File: src/rtl/cpu_rd_ctl_pkg.sv
// Shared VGA memory-path constants, CPU read state encoding and hit-tag type.
package cpu_rd_ctl_pkg;

    localparam int unsigned ADDR_W       = 20;
    localparam int unsigned MEM_ADDR_LSB = 3;
    localparam int unsigned MEM_ADDR_MSB = 22;
    localparam int unsigned MEM_WORD_W   = MEM_ADDR_MSB - MEM_ADDR_LSB + 1;
    localparam int unsigned WIN_ADDR_W   = 18;
    localparam int unsigned DATA_W       = 32;

    typedef enum logic [2:0] {
        ST_IDLE   = 3'd0,
        ST_WDRAIN = 3'd1,
        ST_ARB    = 3'd2,
        ST_MEM    = 3'd3,
        ST_DATA   = 3'd4,
        ST_DONE   = 3'd5
    } cpurd_state_e;

    // Tag of the last word captured from memory, used by the read-hit path
    typedef struct packed {
        logic                  vld;
        logic [WIN_ADDR_W-1:0] addr;
    } rd_tag_t;

endpackage

File: src/rtl/cpu_rd_ctl_if.sv
// Graphics / arbiter / memory-controller signals seen by the CPU read controller.
interface cpu_rd_ctl_if;
    import cpu_rd_ctl_pkg::*;

    logic                  g_memrd;
    logic                  g_memwr;
    logic [ADDR_W-1:0]     val_mrdwr_addr;
    logic                  ff_wr_pend;
    logic                  cpu_rd_gnt;
    logic                  crt_req;
    logic                  svga_ack;
    logic                  m_rd_dval;
    logic [DATA_W-1:0]     m_rd_data;
    logic                  cpu_rd_req;
    logic                  cpu_rd_svga_req;
    logic [MEM_WORD_W-1:0] cpurd_mem_addr;
    logic                  cpu_arb_rd;
    logic                  cpu_rd_busy;
    logic [DATA_W-1:0]     cpurd_data_out;
    logic                  cpurd_data_rdy;

    modport slave (
        input  g_memrd, g_memwr, val_mrdwr_addr, ff_wr_pend, cpu_rd_gnt,
               crt_req, svga_ack, m_rd_dval, m_rd_data,
        output cpu_rd_req, cpu_rd_svga_req, cpurd_mem_addr, cpu_arb_rd,
               cpu_rd_busy, cpurd_data_out, cpurd_data_rdy
    );

    modport master (
        output g_memrd, g_memwr, val_mrdwr_addr, ff_wr_pend, cpu_rd_gnt,
               crt_req, svga_ack, m_rd_dval, m_rd_data,
        input  cpu_rd_req, cpu_rd_svga_req, cpurd_mem_addr, cpu_arb_rd,
               cpu_rd_busy, cpurd_data_out, cpurd_data_rdy
    );

endinterface

File: src/rtl/cpu_rd_ctl_sm_cpurd.sv
// CPU read state machine: write-drain ordering, arbitration, memory request and
// busy/ready signalling. Address and data latches live in the parent.
module cpu_rd_ctl_sm_cpurd
    import cpu_rd_ctl_pkg::*;
(
    input  logic mem_clk,
    input  logic hreset_n,
    input  logic g_memrd,
    input  logic g_memwr,
    input  logic ff_wr_pend,
    input  logic cpu_rd_gnt,
    input  logic crt_req,
    input  logic svga_ack,
    input  logic m_rd_dval,
    input  logic hit_c,
    output logic cpu_rd_req,
    output logic cpu_rd_svga_req,
    output logic cpu_arb_rd,
    output logic cpu_rd_busy,
    output logic cpurd_data_rdy,
    output logic accept_c,
    output logic capture_c
);

    cpurd_state_e state, state_nxt;
    logic         req_nxt, svga_nxt, arb_nxt, busy_nxt, rdy_nxt;

    // Next state, latch strobes and next registered outputs
    always_comb begin
        state_nxt = state;
        accept_c  = 1'b0;
        capture_c = 1'b0;
        case (state)
            ST_IDLE: begin
                if (g_memrd) begin
                    accept_c = 1'b1;
                    if (hit_c)
                        state_nxt = ST_DONE;
                    else if (ff_wr_pend || g_memwr)
                        state_nxt = ST_WDRAIN;
                    else
                        state_nxt = ST_ARB;
                end
            end
            ST_WDRAIN: if (!ff_wr_pend && !g_memwr) state_nxt = ST_ARB;
            ST_ARB:    if (cpu_rd_gnt && !crt_req)  state_nxt = ST_MEM;
            ST_MEM:    if (svga_ack)                state_nxt = ST_DATA;
            ST_DATA: begin
                // data valid alongside ack is never seen here: MEM ignores it
                if (m_rd_dval) begin
                    capture_c = 1'b1;
                    state_nxt = ST_DONE;
                end
            end
            ST_DONE:   state_nxt = ST_IDLE;
            default:   state_nxt = ST_IDLE;
        endcase

        req_nxt  = (state_nxt == ST_ARB) || (state_nxt == ST_MEM);
        svga_nxt = (state_nxt == ST_MEM);
        arb_nxt  = (state_nxt == ST_MEM) || (state_nxt == ST_DATA);
        busy_nxt = (state_nxt != ST_IDLE);
        rdy_nxt  = (state == ST_DONE);
    end

    always_ff @(posedge mem_clk or negedge hreset_n) begin
        if (!hreset_n) begin
            state           <= ST_IDLE;
            cpu_rd_req      <= 1'b0;
            cpu_rd_svga_req <= 1'b0;
            cpu_arb_rd      <= 1'b0;
            cpu_rd_busy     <= 1'b0;
            cpurd_data_rdy  <= 1'b0;
        end else begin
            state           <= state_nxt;
            cpu_rd_req      <= req_nxt;
            cpu_rd_svga_req <= svga_nxt;
            cpu_arb_rd      <= arb_nxt;
            cpu_rd_busy     <= busy_nxt;
            cpurd_data_rdy  <= rdy_nxt;
        end
    end

endmodule

File: src/rtl/cpu_rd_ctl.sv
// CPU read controller for the VGA memory path. Optional read-hit shortcut
// on the last captured word is enabled by defining CPU_RD_HIT_EN.
module cpu_rd_ctl
    import cpu_rd_ctl_pkg::*;
(
    input  logic        mem_clk,
    input  logic        hreset_n,
    cpu_rd_ctl_if.slave bus
);

    logic [WIN_ADDR_W-1:0] addr_q;
    logic [DATA_W-1:0]     data_q;
    logic                  accept_c;
    logic                  capture_c;
    logic                  hit_c;
    logic                  addr_hi_unused;

    cpu_rd_ctl_sm_cpurd u_sm (
        .mem_clk         (mem_clk),
        .hreset_n        (hreset_n),
        .g_memrd         (bus.g_memrd),
        .g_memwr         (bus.g_memwr),
        .ff_wr_pend      (bus.ff_wr_pend),
        .cpu_rd_gnt      (bus.cpu_rd_gnt),
        .crt_req         (bus.crt_req),
        .svga_ack        (bus.svga_ack),
        .m_rd_dval       (bus.m_rd_dval),
        .hit_c           (hit_c),
        .cpu_rd_req      (bus.cpu_rd_req),
        .cpu_rd_svga_req (bus.cpu_rd_svga_req),
        .cpu_arb_rd      (bus.cpu_arb_rd),
        .cpu_rd_busy     (bus.cpu_rd_busy),
        .cpurd_data_rdy  (bus.cpurd_data_rdy),
        .accept_c        (accept_c),
        .capture_c       (capture_c)
    );

    // Address and read-word latches
    always_ff @(posedge mem_clk or negedge hreset_n) begin
        if (!hreset_n) begin
            addr_q <= '0;
            data_q <= '0;
        end else begin
            if (accept_c)
                addr_q <= bus.val_mrdwr_addr[WIN_ADDR_W-1:0];
            if (capture_c)
                data_q <= bus.m_rd_data;
        end
    end

    // Host address bits above the 256K-word window are dropped, as on the write path
    assign addr_hi_unused     = |bus.val_mrdwr_addr[ADDR_W-1:WIN_ADDR_W];
    assign bus.cpurd_mem_addr = MEM_WORD_W'(addr_q);
    assign bus.cpurd_data_out = data_q;

`ifdef CPU_RD_HIT_EN
    rd_tag_t tag_q;

    // Any host write may alias the cached word, so it always wins over a capture
    always_ff @(posedge mem_clk or negedge hreset_n) begin
        if (!hreset_n) begin
            tag_q <= '0;
        end else if (bus.g_memwr) begin
            tag_q.vld <= 1'b0;
        end else if (capture_c) begin
            tag_q.vld  <= 1'b1;
            tag_q.addr <= addr_q;
        end
    end

    assign hit_c = tag_q.vld && !bus.g_memwr &&
                   (bus.val_mrdwr_addr[WIN_ADDR_W-1:0] == tag_q.addr);
`else
    assign hit_c = 1'b0;
`endif

endmodule

File: src/flat_wrapper.sv
// flat-port wrapper written by rule: the top's interface ports become plain ports
module cpu_rd_ctl_flat import cpu_rd_ctl_pkg::*;
  (mem_clk, hreset_n, bus_g_memrd, bus_g_memwr, bus_val_mrdwr_addr, bus_ff_wr_pend, bus_cpu_rd_gnt, bus_crt_req, bus_svga_ack, bus_m_rd_dval, bus_m_rd_data, bus_cpu_rd_req, bus_cpu_rd_svga_req, bus_cpurd_mem_addr, bus_cpu_arb_rd, bus_cpu_rd_busy, bus_cpurd_data_out, bus_cpurd_data_rdy);
  cpu_rd_ctl_if bus_i ();
  input  logic mem_clk;
  input  logic hreset_n;
  input wire logic [$bits(bus_i.g_memrd)-1:0] bus_g_memrd;
  input wire logic [$bits(bus_i.g_memwr)-1:0] bus_g_memwr;
  input wire logic [$bits(bus_i.val_mrdwr_addr)-1:0] bus_val_mrdwr_addr;
  input wire logic [$bits(bus_i.ff_wr_pend)-1:0] bus_ff_wr_pend;
  input wire logic [$bits(bus_i.cpu_rd_gnt)-1:0] bus_cpu_rd_gnt;
  input wire logic [$bits(bus_i.crt_req)-1:0] bus_crt_req;
  input wire logic [$bits(bus_i.svga_ack)-1:0] bus_svga_ack;
  input wire logic [$bits(bus_i.m_rd_dval)-1:0] bus_m_rd_dval;
  input wire logic [$bits(bus_i.m_rd_data)-1:0] bus_m_rd_data;
  output wire logic [$bits(bus_i.cpu_rd_req)-1:0] bus_cpu_rd_req;
  output wire logic [$bits(bus_i.cpu_rd_svga_req)-1:0] bus_cpu_rd_svga_req;
  output wire logic [$bits(bus_i.cpurd_mem_addr)-1:0] bus_cpurd_mem_addr;
  output wire logic [$bits(bus_i.cpu_arb_rd)-1:0] bus_cpu_arb_rd;
  output wire logic [$bits(bus_i.cpu_rd_busy)-1:0] bus_cpu_rd_busy;
  output wire logic [$bits(bus_i.cpurd_data_out)-1:0] bus_cpurd_data_out;
  output wire logic [$bits(bus_i.cpurd_data_rdy)-1:0] bus_cpurd_data_rdy;
  assign bus_i.g_memrd = bus_g_memrd;
  assign bus_i.g_memwr = bus_g_memwr;
  assign bus_i.val_mrdwr_addr = bus_val_mrdwr_addr;
  assign bus_i.ff_wr_pend = bus_ff_wr_pend;
  assign bus_i.cpu_rd_gnt = bus_cpu_rd_gnt;
  assign bus_i.crt_req = bus_crt_req;
  assign bus_i.svga_ack = bus_svga_ack;
  assign bus_i.m_rd_dval = bus_m_rd_dval;
  assign bus_i.m_rd_data = bus_m_rd_data;
  assign bus_cpu_rd_req = bus_i.cpu_rd_req;
  assign bus_cpu_rd_svga_req = bus_i.cpu_rd_svga_req;
  assign bus_cpurd_mem_addr = bus_i.cpurd_mem_addr;
  assign bus_cpu_arb_rd = bus_i.cpu_arb_rd;
  assign bus_cpu_rd_busy = bus_i.cpu_rd_busy;
  assign bus_cpurd_data_out = bus_i.cpurd_data_out;
  assign bus_cpurd_data_rdy = bus_i.cpurd_data_rdy;
  cpu_rd_ctl u_core (.mem_clk(mem_clk), .hreset_n(hreset_n), .bus(bus_i));
endmodule
File: config.mk
export PLATFORM = sky130hd
export DESIGN_NAME = cpu_rd_ctl_flat
export DESIGN_NICKNAME = d
export VERILOG_FILES = /design/src/rtl/cpu_rd_ctl_pkg.sv /design/src/rtl/cpu_rd_ctl_if.sv /design/src/rtl/cpu_rd_ctl_sm_cpurd.sv /design/src/rtl/cpu_rd_ctl.sv /design/src/flat_wrapper.sv
export SDC_FILE = /design/constraint.sdc
export NUM_CORES = 1
export LEC_CHECK = 0
export BUFFER_PORTS_ARGS = -buffer_cell sky130_fd_sc_hd__clkbuf_2
export CELL_PAD_IN_SITES_DETAIL_PLACEMENT = 0
export CELL_PAD_IN_SITES_GLOBAL_PLACEMENT = 1
export CORE_UTILIZATION = 37
export CTS_CLUSTER_DIAMETER = 30
export CTS_CLUSTER_SIZE = 8
export DETAILED_ROUTE_END_ITERATION = 7
export HOLD_SLACK_MARGIN = 0.12
export PLACE_DENSITY = 0.86
export SYNTH_ARGS = -nofsm -noshare
export SYNTH_HDL_FRONTEND = slang
export SYNTH_SLANG_ARGS = --single-unit
File: constraint.sdc
create_clock -name mem_clk -period 2.8 [get_ports mem_clk]
set_clock_uncertainty 0.05 [all_clocks]
set_input_delay 0.28 -clock mem_clk [delete_from_list [all_inputs] [get_ports mem_clk]]
set_output_delay 0.28 -clock mem_clk [all_outputs]
set_load 0.1 [all_outputs]
==> summary.txt <==
Setup path
  • CP max stage delay: 480 ps
  • Worst EP required: 2950 ps
  • Critical Path AT: 1970 ps
  • CP bufs+invs: 1
  • Crit path launch type: flip-flop
  • Max Fanout on Critical Path: 32
  • Cell chain of the critical path: nor2_2 -> and3_1 -> buf_4 -> mux2_2
  • Setup Crit Path Kind: flip-flop to flip-flop
  • CP Capture Type: flip-flop
  • CP top delay family: flip-flops
  • Slowest CP cell: dfrtp_1

Global route
  • Initial antenna violation count: 0
  • Number of global-route vias before repair: 1482
  • First-pass GRT wire length: 6513 um
  • GRT Total Usage: 13.80%
  • Overflow left after global routing: 0
  • Largest net degree at the start of global routing: 59

Logic synthesis
  • Netlist cell types: 25
  • Sequential area share after synthesis: 64.48%
  • #FFs+latches synth: 58
  • Synthesis Warnings: 0
  • Mapped Cells: 141
  • Synthesized area: 2251 sq um
  • Syn avg cell area: 15.96 sq um

Clock tree
  • CTS tree: built
  • TritonCTS Buffers: 9
  • Post-CTS resize count: 0
  • Maximum root-to-sink buffer count: 2
  • Clock Latency Late Sink: 320 ps
  • Clock H-tree levels: 3
  • Setup Buffers After CTS: 0
  • Clock root cell: clkbuf_8
  • Reg clk slew, reported paths: 60 ps
  • TritonCTS Sinks: 58

Place
  • Final HPWL DP: 2928 um
  • PortBufs: 113
  • Placer congestion estimate: 0.7531

Routing
  • Drt drc: 0
  • DRT iter0 DRCs: 48
  • Post-route ant nets: 0
  • Vias per cell: 4.563
  • Total number of vias: 1597
  • Pre-antenna DRT Iters: 5
  • Routed Wire Length: 4218 um
  • Avg WL per Cell: 12.05 um

Status
  • Status: completed

Die
  • Core box area: 5886 sq um
  • Starting Density: 38.24%
  • Die area: 6399 sq um
  • Die X-Extent: 80.00 um
  • Die outline height: 80.00 um
  • Ports: 118
  • FP Rows: 28

Timing
  • Fmax: 0.5500 GHz
  • Final setup viols: 0
  • Final period util: 64.94%
  • Total Negative Setup Slacks: 0 ps
  • RSZ-0062 raised after global routing: no
  • Max-slew headroom: 52.44%
  • Final hold vios: 0
  • Slew Limit Fails: 0
  • Crit path time final: 1818 ps
  • Worst-Margin Slew: 713.4 ps

Cells and area
  • Share of cells above drive strength 1: 66.18%
  • Fill count: 494
  • Antenna diode count: 0
  • Nets: 331
  • Area Growth Syn to Fin: 41.75%

Run
  • Max cap viols: 0

Hold path
  • Hold Crit Class: input pin to flip-flop
[repair_timing]
action                     4_1_cts  5_1_grt
hold buffers                     7        4
setup endpoints to repair        0        0
hold endpoints to repair        64        4
[worst register-to-register path, stage by stage (launching register included)]
cell     delay [ps]
dfrtp_1         480
nor2_2          220
and3_1          170
buf_4           350
mux2_2          420
[registers in the layout, summed over array words and instances (netlist names)]
signal / flops
u_core.u_sm.cpu_arb_rd: 1
u_core.u_sm.cpurd_data_rdy: 1
u_core.u_sm.cpu_rd_busy: 1
u_core.u_sm.cpu_rd_svga_req: 1
u_core.u_sm.state: 3
u_core.bus.cpurd_data_out: 32
u_core.addr_q: 18
u_core.u_sm.cpu_rd_req: 1
[per-stage QoR]
stage	utilization (%)	hold slack [ps]	setup WS, ps	cells	cell area (sq um)
floorplan	-	-65.59	1102	142	2255
global placement	48.62	417.6	998.1	323	2861
detailed placement	48.62	421.7	979.5	323	2861
CTS	53.53	120.1	967.6	346	3151
global route	54.21	120.4	864.6	350	3191
finish	54.21	138.4	981.8	350	3191
[cells in the final DEF (no fill, tap or decap), types with 2 or more instances in the layout]
cell	instances
clkbuf_2	113
dfrtp_1	58
mux2_2	49
dlygate4sd3_1	11
clkbuf_8	10
buf_4	3
nand3_1	2
nor3b_1	2
inv_1	2
nor2_1	2
o211a_1	2
conb_1	2
clkinv_2	2
bufinv_16	2
[kinds of logic after synthesis]
logic type	count (synthesis)	synth area share, %
simple gates	12	3.724
compound gates	7	2.502
buf+inv	12	3.669
mux	51	25.46
other cells	1	0.1666
flops	58	64.48
[path summary, 6_finish.rpt]
kind                       slack, ps  depth (start not counted)                             to                           from
setup reg to reg                 980                          4   u_core.bus.cpurd_data_out[5]           u_core.u_sm.state[1]
setup / recovery                 980                          4   u_core.bus.cpurd_data_out[5]           u_core.u_sm.state[1]
hold reg to reg                  440                          1  u_core.bus.cpurd_data_out[31]  u_core.bus.cpurd_data_out[31]
min in group asynchronous        580                          3  u_core.bus.cpurd_data_out[31]                       hreset_n
max in group asynchronous       1640                          3        u_core.u_sm.cpu_rd_busy                       hreset_n
hold / removal                   140                          2               u_core.addr_q[0]          bus_val_mrdwr_addr[0]
[metal layers]
layer	GRT usage [%]	share of wire (%)
met1	14.81	43
met2	22.91	47
met5	0	0
met4	8.036	1.9
met3	5.486	8.6
[Yosys cell counts (all sizes together)]
cell	n	area share (%)
nor3b	2	0.67
and3	1	0.28
o21ai	1	0.22
clkbuf	1	0.22
buf	9	3.1
nor2	3	0.61
dfrtp	58	64
nand2	1	0.17
nor2b	1	0.28
nor4b	1	1.1
o211ai	1	0.33
o311ai	1	0.39
conb	1	0.17
o211a	2	0.89
inv	2	0.33
mux2i	1	0.44
mux2	50	25
nand3	2	0.44
o221ai	1	0.39
nor3	1	0.22
o22ai	1	0.28
[area by class of cell]
type	instances	area [sq um]	share of cell area [%]
flip-flops and latches	58	1451	45.49
multi-input cells	72	720.7	22.59
repair buffers	127	698.2	21.88
clock buffers	11	141.4	4.431
well taps	75	93.84	2.941
clock inverters	5	77.57	2.431
inverters	2	7.507	0.2353
Power is not shown: default switching activity piles up to over one toggle a cycle in this logic, so the estimate is an artifact.
